[src/rtl/coherent_bus_ctrl.sv]
// N-core snooping coherence controller and round-robin arbiter for one shared single-port RAM.
// Optional event counters (perf_dtrans, perf_c2c, perf_ifetch) are built when COHERENT_BUS_PERF_EN is defined.
module coherent_bus_ctrl #(
  parameter int CPUS = 2,
  parameter int AW   = 32,
  parameter int IDXW = $clog2(CPUS)  // derived from CPUS; leave at its default
) (
  input  logic                 CLK,
  input  logic                 RST,
  input  logic [CPUS-1:0]      iREN,
  input  logic [CPUS*AW-1:0]   iaddr,
  input  logic [CPUS-1:0]      dREN,
  input  logic [CPUS-1:0]      dWEN,
  input  logic [CPUS*AW-1:0]   daddr,
  input  logic [CPUS*AW-1:0]   dstore,
  input  logic [CPUS-1:0]      cctrans,
  input  logic [CPUS-1:0]      ccwrite,
  output logic [CPUS-1:0]      iwait,
  output logic [CPUS-1:0]      dwait,
  output logic [CPUS*AW-1:0]   iload,
  output logic [CPUS*AW-1:0]   dload,
  output logic [CPUS-1:0]      ccwait,
  output logic [CPUS-1:0]      ccinv,
  output logic [CPUS*AW-1:0]   ccsnoopaddr,
  output logic                 ramREN,
  output logic                 ramWEN,
  output logic [AW-1:0]        ramaddr,
  output logic [AW-1:0]        ramstore,
  input  logic [AW-1:0]        ramload,
  input  logic [1:0]           ramstate
`ifdef COHERENT_BUS_PERF_EN
  ,
  output logic [31:0]          perf_dtrans,
  output logic [31:0]          perf_c2c,
  output logic [31:0]          perf_ifetch
`endif
);

  typedef enum logic [2:0] {ARB, SNOOP, RESOLVE, C2C, MEM, IFETCH} state_t;
  localparam logic [1:0] RAM_ACCESS = 2'd2;

  state_t            state, state_n;
  logic [IDXW-1:0]   init, init_n, tgt, tgt_n, dptr, dptr_n, iptr, iptr_n;
  logic [AW-1:0]     saddr, saddr_n;
  logic              inv, inv_n;

  logic [IDXW-1:0]   dgrant, igrant, dirty_idx;
  logic [CPUS-1:0]   dirty_mask;

  // First set request at or after ptr, wrapping past CPUS-1 back to core 0.
  function automatic logic [IDXW-1:0] rr_pick(input logic [CPUS-1:0] req,
                                               input logic [IDXW-1:0] ptr);
    logic [IDXW-1:0] pick;
    logic            found;
    int              idx;
    pick  = '0;
    found = 1'b0;
    for (int i = 0; i < CPUS; i++) begin
      idx = (int'(ptr) + i) % CPUS;
      if (!found && req[idx]) begin
        pick  = IDXW'(idx);
        found = 1'b1;
      end
    end
    return pick;
  endfunction

  function automatic logic [IDXW-1:0] lowest_set(input logic [CPUS-1:0] req);
    logic [IDXW-1:0] pick;
    pick = '0;
    for (int i = CPUS - 1; i >= 0; i--) begin
      if (req[i]) pick = IDXW'(i);
    end
    return pick;
  endfunction

  function automatic logic [IDXW-1:0] wrap_inc(input logic [IDXW-1:0] i);
    return (int'(i) == CPUS - 1) ? '0 : i + 1'b1;
  endfunction

  assign dgrant     = rr_pick(cctrans, dptr);
  assign igrant     = rr_pick(iREN, iptr);
  assign dirty_mask = dWEN & ~(CPUS'(1) << init);
  assign dirty_idx  = lowest_set(dirty_mask);

  always_ff @(posedge CLK) begin
    // NOTE: registered state uses non-blocking assignments so every flop samples pre-edge values.
    if (RST) begin
      state <= ARB;
      init  <= '0;
      tgt   <= '0;
      dptr  <= '0;
      iptr  <= '0;
      saddr <= '0;
      inv   <= 1'b0;
    end else begin
      state <= state_n;
      init  <= init_n;
      tgt   <= tgt_n;
      dptr  <= dptr_n;
      iptr  <= iptr_n;
      saddr <= saddr_n;
      inv   <= inv_n;
    end
  end

  always_comb begin
    // NOTE: every signal written here gets a default first, so no path can infer a latch.
    state_n     = state;
    init_n      = init;
    tgt_n       = tgt;
    dptr_n      = dptr;
    iptr_n      = iptr;
    saddr_n     = saddr;
    inv_n       = inv;
    iwait       = '1;
    dwait       = '1;
    iload       = '0;
    dload       = '0;
    ccwait      = '0;
    ccinv       = '0;
    ccsnoopaddr = '0;
    ramREN      = 1'b0;
    ramWEN      = 1'b0;
    ramaddr     = '0;
    ramstore    = '0;

    if (state != ARB && state != IFETCH) begin
      ccwait       = '1;
      ccwait[init] = 1'b0;
    end

    unique case (state)
      ARB: begin
        // Data transactions always beat instruction fetches.
        if (|cctrans) begin
          init_n  = dgrant;
          saddr_n = daddr[dgrant*AW +: AW];
          inv_n   = ccwrite[dgrant];
          dptr_n  = wrap_inc(dgrant);
          state_n = SNOOP;
        end else if (|iREN) begin
          init_n  = igrant;
          iptr_n  = wrap_inc(igrant);
          state_n = IFETCH;
        end
      end

      SNOOP, RESOLVE: begin
        for (int k = 0; k < CPUS; k++) begin
          if (k != int'(init)) begin
            ccsnoopaddr[k*AW +: AW] = saddr;
            ccinv[k]                = inv;
          end
        end
        if (state == SNOOP) begin
          state_n = RESOLVE;
        end else if (|dirty_mask) begin
          tgt_n   = dirty_idx;
          state_n = C2C;
        end else begin
          state_n = MEM;
        end
      end

      C2C: begin
        // Dirty owner's data goes to the initiator and is written back to RAM at once.
        ramWEN                 = 1'b1;
        ramaddr                = daddr[tgt*AW +: AW];
        ramstore               = dstore[tgt*AW +: AW];
        dload[init*AW +: AW]   = dstore[tgt*AW +: AW];
        if (ramstate == RAM_ACCESS) begin
          dwait[tgt]  = 1'b0;
          dwait[init] = 1'b0;
        end
        if (!(cctrans[init] || dWEN[tgt])) state_n = ARB;
      end

      MEM: begin
        ramREN               = dREN[init];
        ramWEN               = dWEN[init];
        ramaddr              = daddr[init*AW +: AW];
        ramstore             = dstore[init*AW +: AW];
        dload[init*AW +: AW] = ramload;
        if (ramstate == RAM_ACCESS) dwait[init] = 1'b0;
        if (!cctrans[init]) state_n = ARB;
      end

      IFETCH: begin
        ramREN               = 1'b1;
        ramaddr              = iaddr[init*AW +: AW];
        iload[init*AW +: AW] = ramload;
        if (ramstate == RAM_ACCESS) iwait[init] = 1'b0;
        if (ramstate == RAM_ACCESS || !iREN[init]) state_n = ARB;
      end

      default: state_n = ARB;
    endcase
  end

`ifdef COHERENT_BUS_PERF_EN
  always_ff @(posedge CLK) begin
    if (RST) begin
      perf_dtrans <= '0;
      perf_c2c    <= '0;
      perf_ifetch <= '0;
    end else begin
      if (state == ARB && state_n == SNOOP && !(&perf_dtrans)) perf_dtrans <= perf_dtrans + 32'd1;
      if (state == RESOLVE && state_n == C2C && !(&perf_c2c))  perf_c2c    <= perf_c2c + 32'd1;
      if (!(&iwait) && !(&perf_ifetch))                        perf_ifetch <= perf_ifetch + 32'd1;
    end
  end
`endif

endmodule

[config.mk]
export PLATFORM = sky130hd
export DESIGN_NAME = coherent_bus_ctrl
export DESIGN_NICKNAME = d
export VERILOG_FILES = /design/src/rtl/coherent_bus_ctrl.sv
export SDC_FILE = /design/constraint.sdc
export NUM_CORES = 1
export LEC_CHECK = 0
export ABC_AREA = 1
export CORE_AREA = 2 2 193 195
export DETAILED_ROUTE_END_ITERATION = 7
export DIE_AREA = 0 0 195 197
export PLACE_DENSITY_LB_ADDON = 0.12
export SLEW_MARGIN = 20
export SYNTH_ARGS = -nofsm -noshare
export SYNTH_HDL_FRONTEND = slang
export SYNTH_SLANG_ARGS = --single-unit
[constraint.sdc]
create_clock -name CLK -period 3.6 [get_ports CLK]
set_input_delay 0.72 -clock CLK [delete_from_list [all_inputs] [get_ports CLK]]
set_output_delay 0.72 -clock CLK [all_outputs]
set_load 0.02 [all_outputs]
# == Word-level counts from Yosys, hierarchy flattened ==
# Index checks and enable logic that the tools add are counted.
# totals
elab_cells,138
register_bits,40
out_inout_bits,266
inputBits,238
# op_classes
order_cmp,9
n_reduce_logical,22
mux,63
eq_ne,11
bitwise,11
addsub,5
shift,10
# ops
op,n
indexed part select 64 x 7 -> 32 bit,6
AND 64 bit,2
two-way mux 64 bit,2
case mux 64 bit (2 select lines),1
indexed part select 32 x 34 -> 64 bit,2
case mux 32 bit (3 select lines),1
two-way mux 32 bit,2
case mux 32 bit (2 select lines),1
"variable shift 32 x 34 -> 64 bit, first input constant",1
two-way mux 1 bit,38
negator 6 -> 34 bit,1
two-way mux 3 bit,7
case mux 3 bit (5 select lines),1
"< comparator 1 x 2 -> 1 bit, second input constant",5
two-way mux 2 bit,5
OR reduction 2 bit,4
"== test 3 x 2 -> 1 bit, second input constant",2
"== test 3 bit, second input constant",2
"< comparator 2 x 3 -> 1 bit, second input constant",2
"inequality test 2 bit, second input constant",3
"inequality test 3 bit, second input constant",2
NOT 2 bit,3
AND reduction 3 bit,2
logical AND 1 bit,5
18 further kinds,31

# == Longest topological paths before layout ==
# Gate-level depths: netlist of the first run.
# logic_depth
ltp_word,9
depth_mapped,10
ltp_nobuf,9

# == Worst setup path before layout of the first run ==
# Ideal clock, no wire load.
# synth_timing
path_type,register -> output
start,register state[2]
end,output ccinv[0]
path_slack_ns,1.384
required_time_ns,2.880
path_stages_with_launch,8
n_path_buf,2
t_arrival_ns,1.496
cell_sequence,dfxtp_1 inv_1 nand2_1 nor2_1 inv_2 buf_2 buf_2 nor3_1
# synth_between
elab_chain_cells,3
elab_cells_between_ends,4
classes_between,eq/ne: 2; mux: 1; reduce/logical: 1
# synth_rtl
element,line_no,rtl
start: declaration,42,"state_t state, state_n;"
start signal: assignment,97,state <= state_n;
== test 3 x 1 -> 1 bit or == test 3 x 2 -> 1 bit (tied branches),133,unique case (state)
OR reduction 2 bit (*),133,
two-way mux 2 bit (*),133,
end: declaration,23,"output logic [CPUS-1:0] ccinv,"
# Every way passes the cells marked *; elsewhere a longest branch is shown, timed or not.

# == Final worst setup path of the first run ==
# layout_timing
start,register state[2]
end,output ramaddr[30]
# layout_between
elab_chain_cells,2
elab_cells_between_ends,4
classes_between,eq/ne: 3; mux: 1
# layout_rtl
element,line_no,rtl
== test 3 bit or == test 3 x 2 -> 1 bit (tied branches),133,
case mux 32 bit (3 select lines) (*),133,
end: declaration,27,"output logic [AW-1:0] ramaddr,"
# Marks and branches as above.

==> summary.md, run 1 <==
| Metric | Value |
|---|---|
| Status | `finished clean` |
| Placed Cells | `roughly 2200` |
| Critical Path Start | `state[2]` |
| Max-slew violation count | `0` |
| Commonest non-fill, non-tap cell in the layout | `clkdlybuf4s50_1` |
| Share of cells above drive strength 1 | `2.98%` |
| Initial antenna violation count | `15` |
| Async set-or-reset flop fraction in the synthesized netlist | `0%` |
| DRC violations left | `0` |
| Initial Util | `~17%` |
| Slowest CP cell | `clkdlybuf4s50_1` |
| Vias per cell | `between 4 and 5` |
| Site row count | `70` |
| Core ar. | `approximately 36000 sq um` |
| Hold_buf cts | `0` |
| Reg2reg end | `state[2]` |
| Placed Area | `11700 sq um` |
| Sw frac | `between 50% and 60%` |
| Vias in the first global route | `roughly 9600` |
| Predominant post-synthesis flop cell | `dfxtp_1` |
| Htree depth | `2` |
| Dpl hpwl | `30800 um` |
| Worst path max stage delay | `between 0.6 and 0.7 ns` |
| Post-Synthesis Net Count | `1516` |
| Placer Congestion | `0.907` |
| Sequential power share | `between 10% and 20%` |
| Via count | `just under 10000` |
| Mapped cell area | `6180 sq um` |
| Final Cell Area | `11900 sq um` |
| Gr usage total | `20.1%` |
| Crit start category | `flop` |
| # clock sinks | `40` |
| Mapped Cells | `1278` |
| Min cycle time layout | `3.38 ns` |
| Fillers | `~4200` |
| Root buffer cell | `clkbuf_16` |
| Most used cell, CP | `nand2_1` |
| Post-synth EDFFs | `0` |
| Clock network power share | `8.5%` |
| Pleak | `4.59 nW` |
| TritonCTS clock tree | `done` |
| Sequential area share after synthesis | `about an eighth` |
| R2r startpoint | `state[0]` |
| Worst-path clk slew | `0.06 ns` |
| R2r setup slk | `1.67 ns` |
| Logic gate share of total power | `79.4%` |
| DRT Pass-1 Iters | `5` |
| Pint | `0.00299 W` |
| Die height | `197 um` |
| Worst Skew | `about 0.012 ns` |
| Critical-path cell list | `nand3_4 -> buf_12 -> a21oi_1 -> o21ai_0 -> o21ai_1 -> nand2_1 -> nand2_1 -> clkdlybuf4s50_1` |
| Sw Pwr | `0.00378 W` |
| RSZ-0062 raised after global routing | `no` |
| Die area | `38400 sq um` |
| Rel. slew slack | `47.3%` |
| Layout Nets | `just under 2000` |
| Synthesized area per cell | `4.83 sq um` |
| I/O pin cnt | `504` |
| First-pass GRT wire length | `59600 um` |
| Setup crit end | `ramaddr[30]` |
| Setup_tns | `0 ns` |
| HP Class | `flop to flop` |
| Crit path DAT | `2.66 ns` |
| Count of input and output buffers | `503` |
| Final ANT Viol Nets | `0` |
| GRT overflow | `0` |
| CP Max Fanout | `75` |
| Non-Filler Instances | `around 2200` |
| Final Hold Fails | `0` |
| Detailed-route wire length | `40400 um` |
| Num CTS Buffers | `5` |
| Worst path required time | `between 2 and 3 ns` |
| Max cap viols | `0` |
| Post-cts resize count | `0` |
| Crit. End Element | `primary output` |
| Number of setup buffers added after CTS | `0` |
| Most frequent cells in the layout | `clkdlybuf4s50_1 (503), nand2_1 (284), o21ai_0 (267)` |
| Pre-CTS WS | `0.409 ns` |
| Clk buf depth | `2` |
| Final setup vio count | `0` |
| Area Overhead vs Synth | `91.9%` |
| Fin util | `about a third` |
| Tcrit/Tclk final | `94.0%` |
| Distinct cell type count after synthesis | `25` |
| DR WL/cell | `18.5 um` |
| Setup ws final | `approximately 0.22 ns` |
| Worst Tran Pin Value | `0.790 ns` |
| Synth warn | `0` |
| Setup CP Type | `flop to primary output` |
| Worst-case vdd ir drop | `0.000412 V` |
| Worst R2R Path Depth | `9` |
| Die W | `195 um` |
| Max Fclk | `296 MHz` |
| PwrDens | `571 nW/um^2` |
| Largest net degree at the start of global routing | `between 100 and 150` |
| Worst-skew pair later-pin latency | `0.29 ns` |
| Number of synthesized register bits | `40` |
| Initial DRC Count | `437` |
synthesized netlist by cell type (all sizes together), types with 2 or more instances:
master,instances,share of area [%]
or2,2,0.20
dfxtp,40,13
clkbuf,41,2.5
o21ai,299,24
nor2,183,11
inv,183,11
nand2,286,17
buf,62,5.1
a21oi,104,8.5
nor3,68,5.5
nand3,5,0.41
state kept, by name, indices dropped and copies added, names as in the netlist:
| name | count |
|---|---|
| dptr | 1 |
| init | 1 |
| inv | 1 |
| iptr | 1 |
| saddr | 32 |
| state | 3 |
| tgt | 1 |
per-layer routing:
| metal | track usage [%] | part of all wire, % | vias to the layer above |
|---|---|---|---|
| met4 | 5.94 | 2.3 | 14 |
| met3 | 6.35 | 8.5 | 53 |
| met2 | 36.5 | 49 | 403 |
| met5 | 0 | 0.24 | - |
| met1 | 22.6 | 39 | 4432 |
| li1 | - | - | 4920 |
worst min-delay path by stage:
| stage | end | cells after the start | start | slack [ns] |
|---|---|---|---|---|
| 3_5_place_dp | iptr | 2 | iptr | 0.45 |
| 6_report | iptr | 2 | iptr | 0.46 |
| 4_1_cts | iptr | 2 | iptr | 0.47 |
| 3_3_place_gp | iptr | 2 | iptr | 0.45 |
| 5_1_grt | iptr | 2 | iptr | 0.50 |
| 2_1_floorplan | iptr | 2 | iptr | 0.43 |
critical path, delay by kind of cell, from the launching register on:
family / cells / cell delay [ns]
AND/OR/NAND/NOR: 3 / 0.48
flip-flops: 1 / 0.47
AO/OA/AOI/OAI: 3 / 0.37
buffers and inverters: 2 / 0.97
metrics by stage:
step	total power [W]	hold WS (ns)
finish	0.00677	0.462
global route	0.00740	0.496
CTS	0.00690	0.470
detailed placement	0.00628	0.455
global placement	0.00628	0.453
floorplan	0.00388	0.435
cell type report:
cell class	count	area, sq um	area share [%]
clock inverters	1	30.0	0.253
flip-flops and latches	40	808	6.82
diodes	8	20.0	0.169
well taps	468	586	4.94
clock buffers	6	150	1.27
repair buffers	527	5330	44.9
inverters	184	694	5.86
multi-input cells	951	4240	35.7
logic make-up after synthesis:
family	after synthesis	synth area share (%)
DFF	40	13.0
and+or+nand+nor	544	35.0
buffers and inverters	287	18.8
AOI/OAI and AO/OA	407	33.2
power by group through the flow:
stage | Clock, W | Combinational (W) | Sequential [W]
6_report | 0.000577 | 0.00537 | 0.000819
4_1_cts | 0.000601 | 0.00548 | 0.000819
5_1_grt | 0.000615 | 0.00593 | 0.000850
3_3_place_gp | 0 | 0.00545 | 0.000822
3_5_place_dp | 0 | 0.00546 | 0.000823
2_1_floorplan | 0 | 0.00315 | 0.000733
(Power assumes the default switching activity.)
==> inputs of run 2 (changes only) <==
--- a/config.mk
+++ b/config.mk
@@ -9,7 +9,10 @@
 export CORE_AREA = 2 2 193 195
 export DETAILED_ROUTE_END_ITERATION = 7
 export DIE_AREA = 0 0 195 197
+export HOLD_SLACK_MARGIN = 0.15
+export MAX_ROUTING_LAYER = met4
 export PLACE_DENSITY_LB_ADDON = 0.12
+export SKIP_LAST_GASP = 1
 export SLEW_MARGIN = 20
 export SYNTH_ARGS = -nofsm -noshare
 export SYNTH_HDL_FRONTEND = slang
==> run 2 against run 1 <==
First-iteration DRC count rose by 0.46%. Routed wire length fell by 0.32%. Non-clock buffer count did not move. Global-route usage rose by 0.59 points. Sequential power barely moved. Register-to-register slack barely moved. Clock skew barely moved. Hold slack barely moved.
==> summary.md, run 2 (synthesis results as in run 1) <==
| Metric | Value |
|---|---|
| Die W | `195 um` |
| Max Fclk | `295 MHz` |
| Worst-skew pair later-pin latency | `0.29 ns` |
| RSZ-0062 raised after global routing | `no` |
| I/O pin cnt | `504` |
| Num CTS Buffers | `5` |
| Dpl hpwl | `30800 um` |
| # clock sinks | `40` |
| Biggest regs | `saddr (32), state (3)` |
| Setup_tns | `0 ns` |
| Share of cells above drive strength 1 | `between 2 and 3%` |
| Die area | `38400 sq um` |
| Hold_buf cts | `0` |
| Vias per cell | `4.46` |
| First-pass GRT wire length | `59500 um` |
| Final Cell Area | `11900 sq um` |
| Min cycle time layout | `3.39 ns` |
| Layout Nets | `between 1500 and 2000` |
| Worst path required time | `2.88 ns` |
| Worst-case vdd ir drop | `0.000408 V` |
| Worst Tran Pin Value | `between 0.7 and 0.8 ns` |
| Critical-path cell list | `nand3_4 -> buf_12 -> a21oi_1 -> o21ai_0 -> o21ai_1 -> nand2_1 -> nand2_1 -> clkdlybuf4s50_1` |
| Worst-path clk slew | `0.06 ns` |
| Worst Hold Launch | `iptr` |
| Hold-critical path depth | `2` |
| Final setup vio count | `0` |
| Slowest CP cell | `clkdlybuf4s50_1` |
| R2r setup slk | `~1.7 ns` |
| Site row count | `70` |
| Largest net degree at the start of global routing | `112` |
| Endpoint, Worst Hold | `iptr` |
| Clk buf depth | `2` |
| DR WL/cell | `18.4 um` |
| Max cap viols | `0` |
| Most used cell, CP | `nand2_1` |
| TritonCTS clock tree | `done` |
| Final ANT Viol Nets | `0` |
| CP Max Fanout | `75` |
| Area Overhead vs Synth | `92.2%` |
| PwrDens | `570 nW/um^2` |
| Worst Skew | `0.0128 ns` |
| R2r startpoint | `state[0]` |
| Placer Congestion | `0.923` |
| Initial Util | `between 10% and 20%` |
| Tcrit/Tclk final | `94.2%` |
| Status | `finished clean` |
| Post-cts resize count | `0` |
| Multi-input gate area | `4240 sq um` |
| Number of setup buffers added after CTS | `0` |
| Final Hold Fails | `0` |
| Fillers | `4171` |
| Vias in the first global route | `9577` |
| Worst R2R Path Depth | `9` |
| Htree depth | `2` |
| Detailed-route wire length | `40200 um` |
| Via count | `9783` |
| Commonest non-fill, non-tap cell in the layout | `clkdlybuf4s50_1` |
| Reg2reg end | `state[2]` |
| Most frequent cells in the layout | `clkdlybuf4s50_1 (503), nand2_1 (284), o21ai_0 (267)` |
| Crit path DAT | `2.67 ns` |
| Max-slew violation count | `0` |
| Setup ws final | `approximately 0.21 ns` |
| Placed Area | `11700 sq um` |
| Placed Cells | `between 2000 and 2500` |
| Root buffer cell | `clkbuf_16` |
| Crit start category | `flop` |
| Power consumption | `0.00676 W` |
| Initial DRC Count | `between 400 and 500` |
| Crit. End Element | `primary output` |
| Most flop-heavy register | `saddr` |
| GRT overflow | `0` |
| DRT Pass-1 Iters | `7` |
| Pre-CTS WS | `0.409 ns` |
| Non-Filler Instances | `2192` |
| HP Class | `flop to flop` |
| Rel. slew slack | `47.9%` |
| Pleak | `4.59 nW` |
| Number of flip-flops under the largest register name | `32` |
| Setup CP Type | `flop to primary output` |
| Count of input and output buffers | `between 500 and 600` |
| Worst path max stage delay | `0.66 ns` |
| DRC violations left | `0` |
| Die height | `197 um` |
| Gr usage total | `between 20 and 25%` |
| Core ar. | `36300 sq um` |
| Initial antenna violation count | `15` |
| Register area | `808 sq um` |
run 2: layer usage:
metal  vias up  track usage (%)  wire, um
li1       4934                -         -
met1      4433             22.9     16100
met2       379             36.5     20100
met3        37             5.68      3140
met4         0             5.97       850
met5         -                -         0
run 2: layout make-up:
| class | instances | area share (%) |
|---|---|---|
| Antenna cell | 15 | 0.316 |
| Clock buffer | 6 | 1.26 |
| Clock inverter | 1 | 0.253 |
| Inverter | 184 | 5.85 |
| Multi-Input combinational cell | 951 | 35.7 |
| Sequential cell | 40 | 6.81 |
| Tap cell | 468 | 4.93 |
| Timing Repair Buffer | 527 | 44.9 |
run 2: how the worst max path moves through the flow:
stage	start	end	slack, ns	cells after the start
global route	state[2]	ramaddr[18]	0.02	8
floorplan	state[2]	ccinv[0]	1.38	7
finish	state[2]	ramaddr[30]	0.21	8
CTS	state[0]	dwait[1]	0.17	9
global placement	dstore[30]	ramstore[30]	0.41	6
detailed placement	ramstate[0]	dwait[0]	0.41	5
run 2: stage by stage:
step	hold slack (ns)	util (%)
2_1_floorplan	0.435	-
3_3_place_gp	0.453	32.1
3_5_place_dp	0.455	32.1
4_1_cts	0.470	32.6
5_1_grt	0.496	32.7
6_report	0.462	32.7
run 2: where the power goes:
group | switching [W] | internal (W)
sequential | 0.000164 | 0.000654
clock | 0.000211 | 0.000367
combinational | 0.00339 | 0.00197
total | 0.00377 | 0.00299
run 2: worst max-delay path, delay by kind of cell, from the launching register on:
kind	cells	cell delay, ns
AOI/OAI and AO/OA	3	0.37
buffers and inverters	2	0.98
DFF	1	0.46
and+or+nand+nor	3	0.48
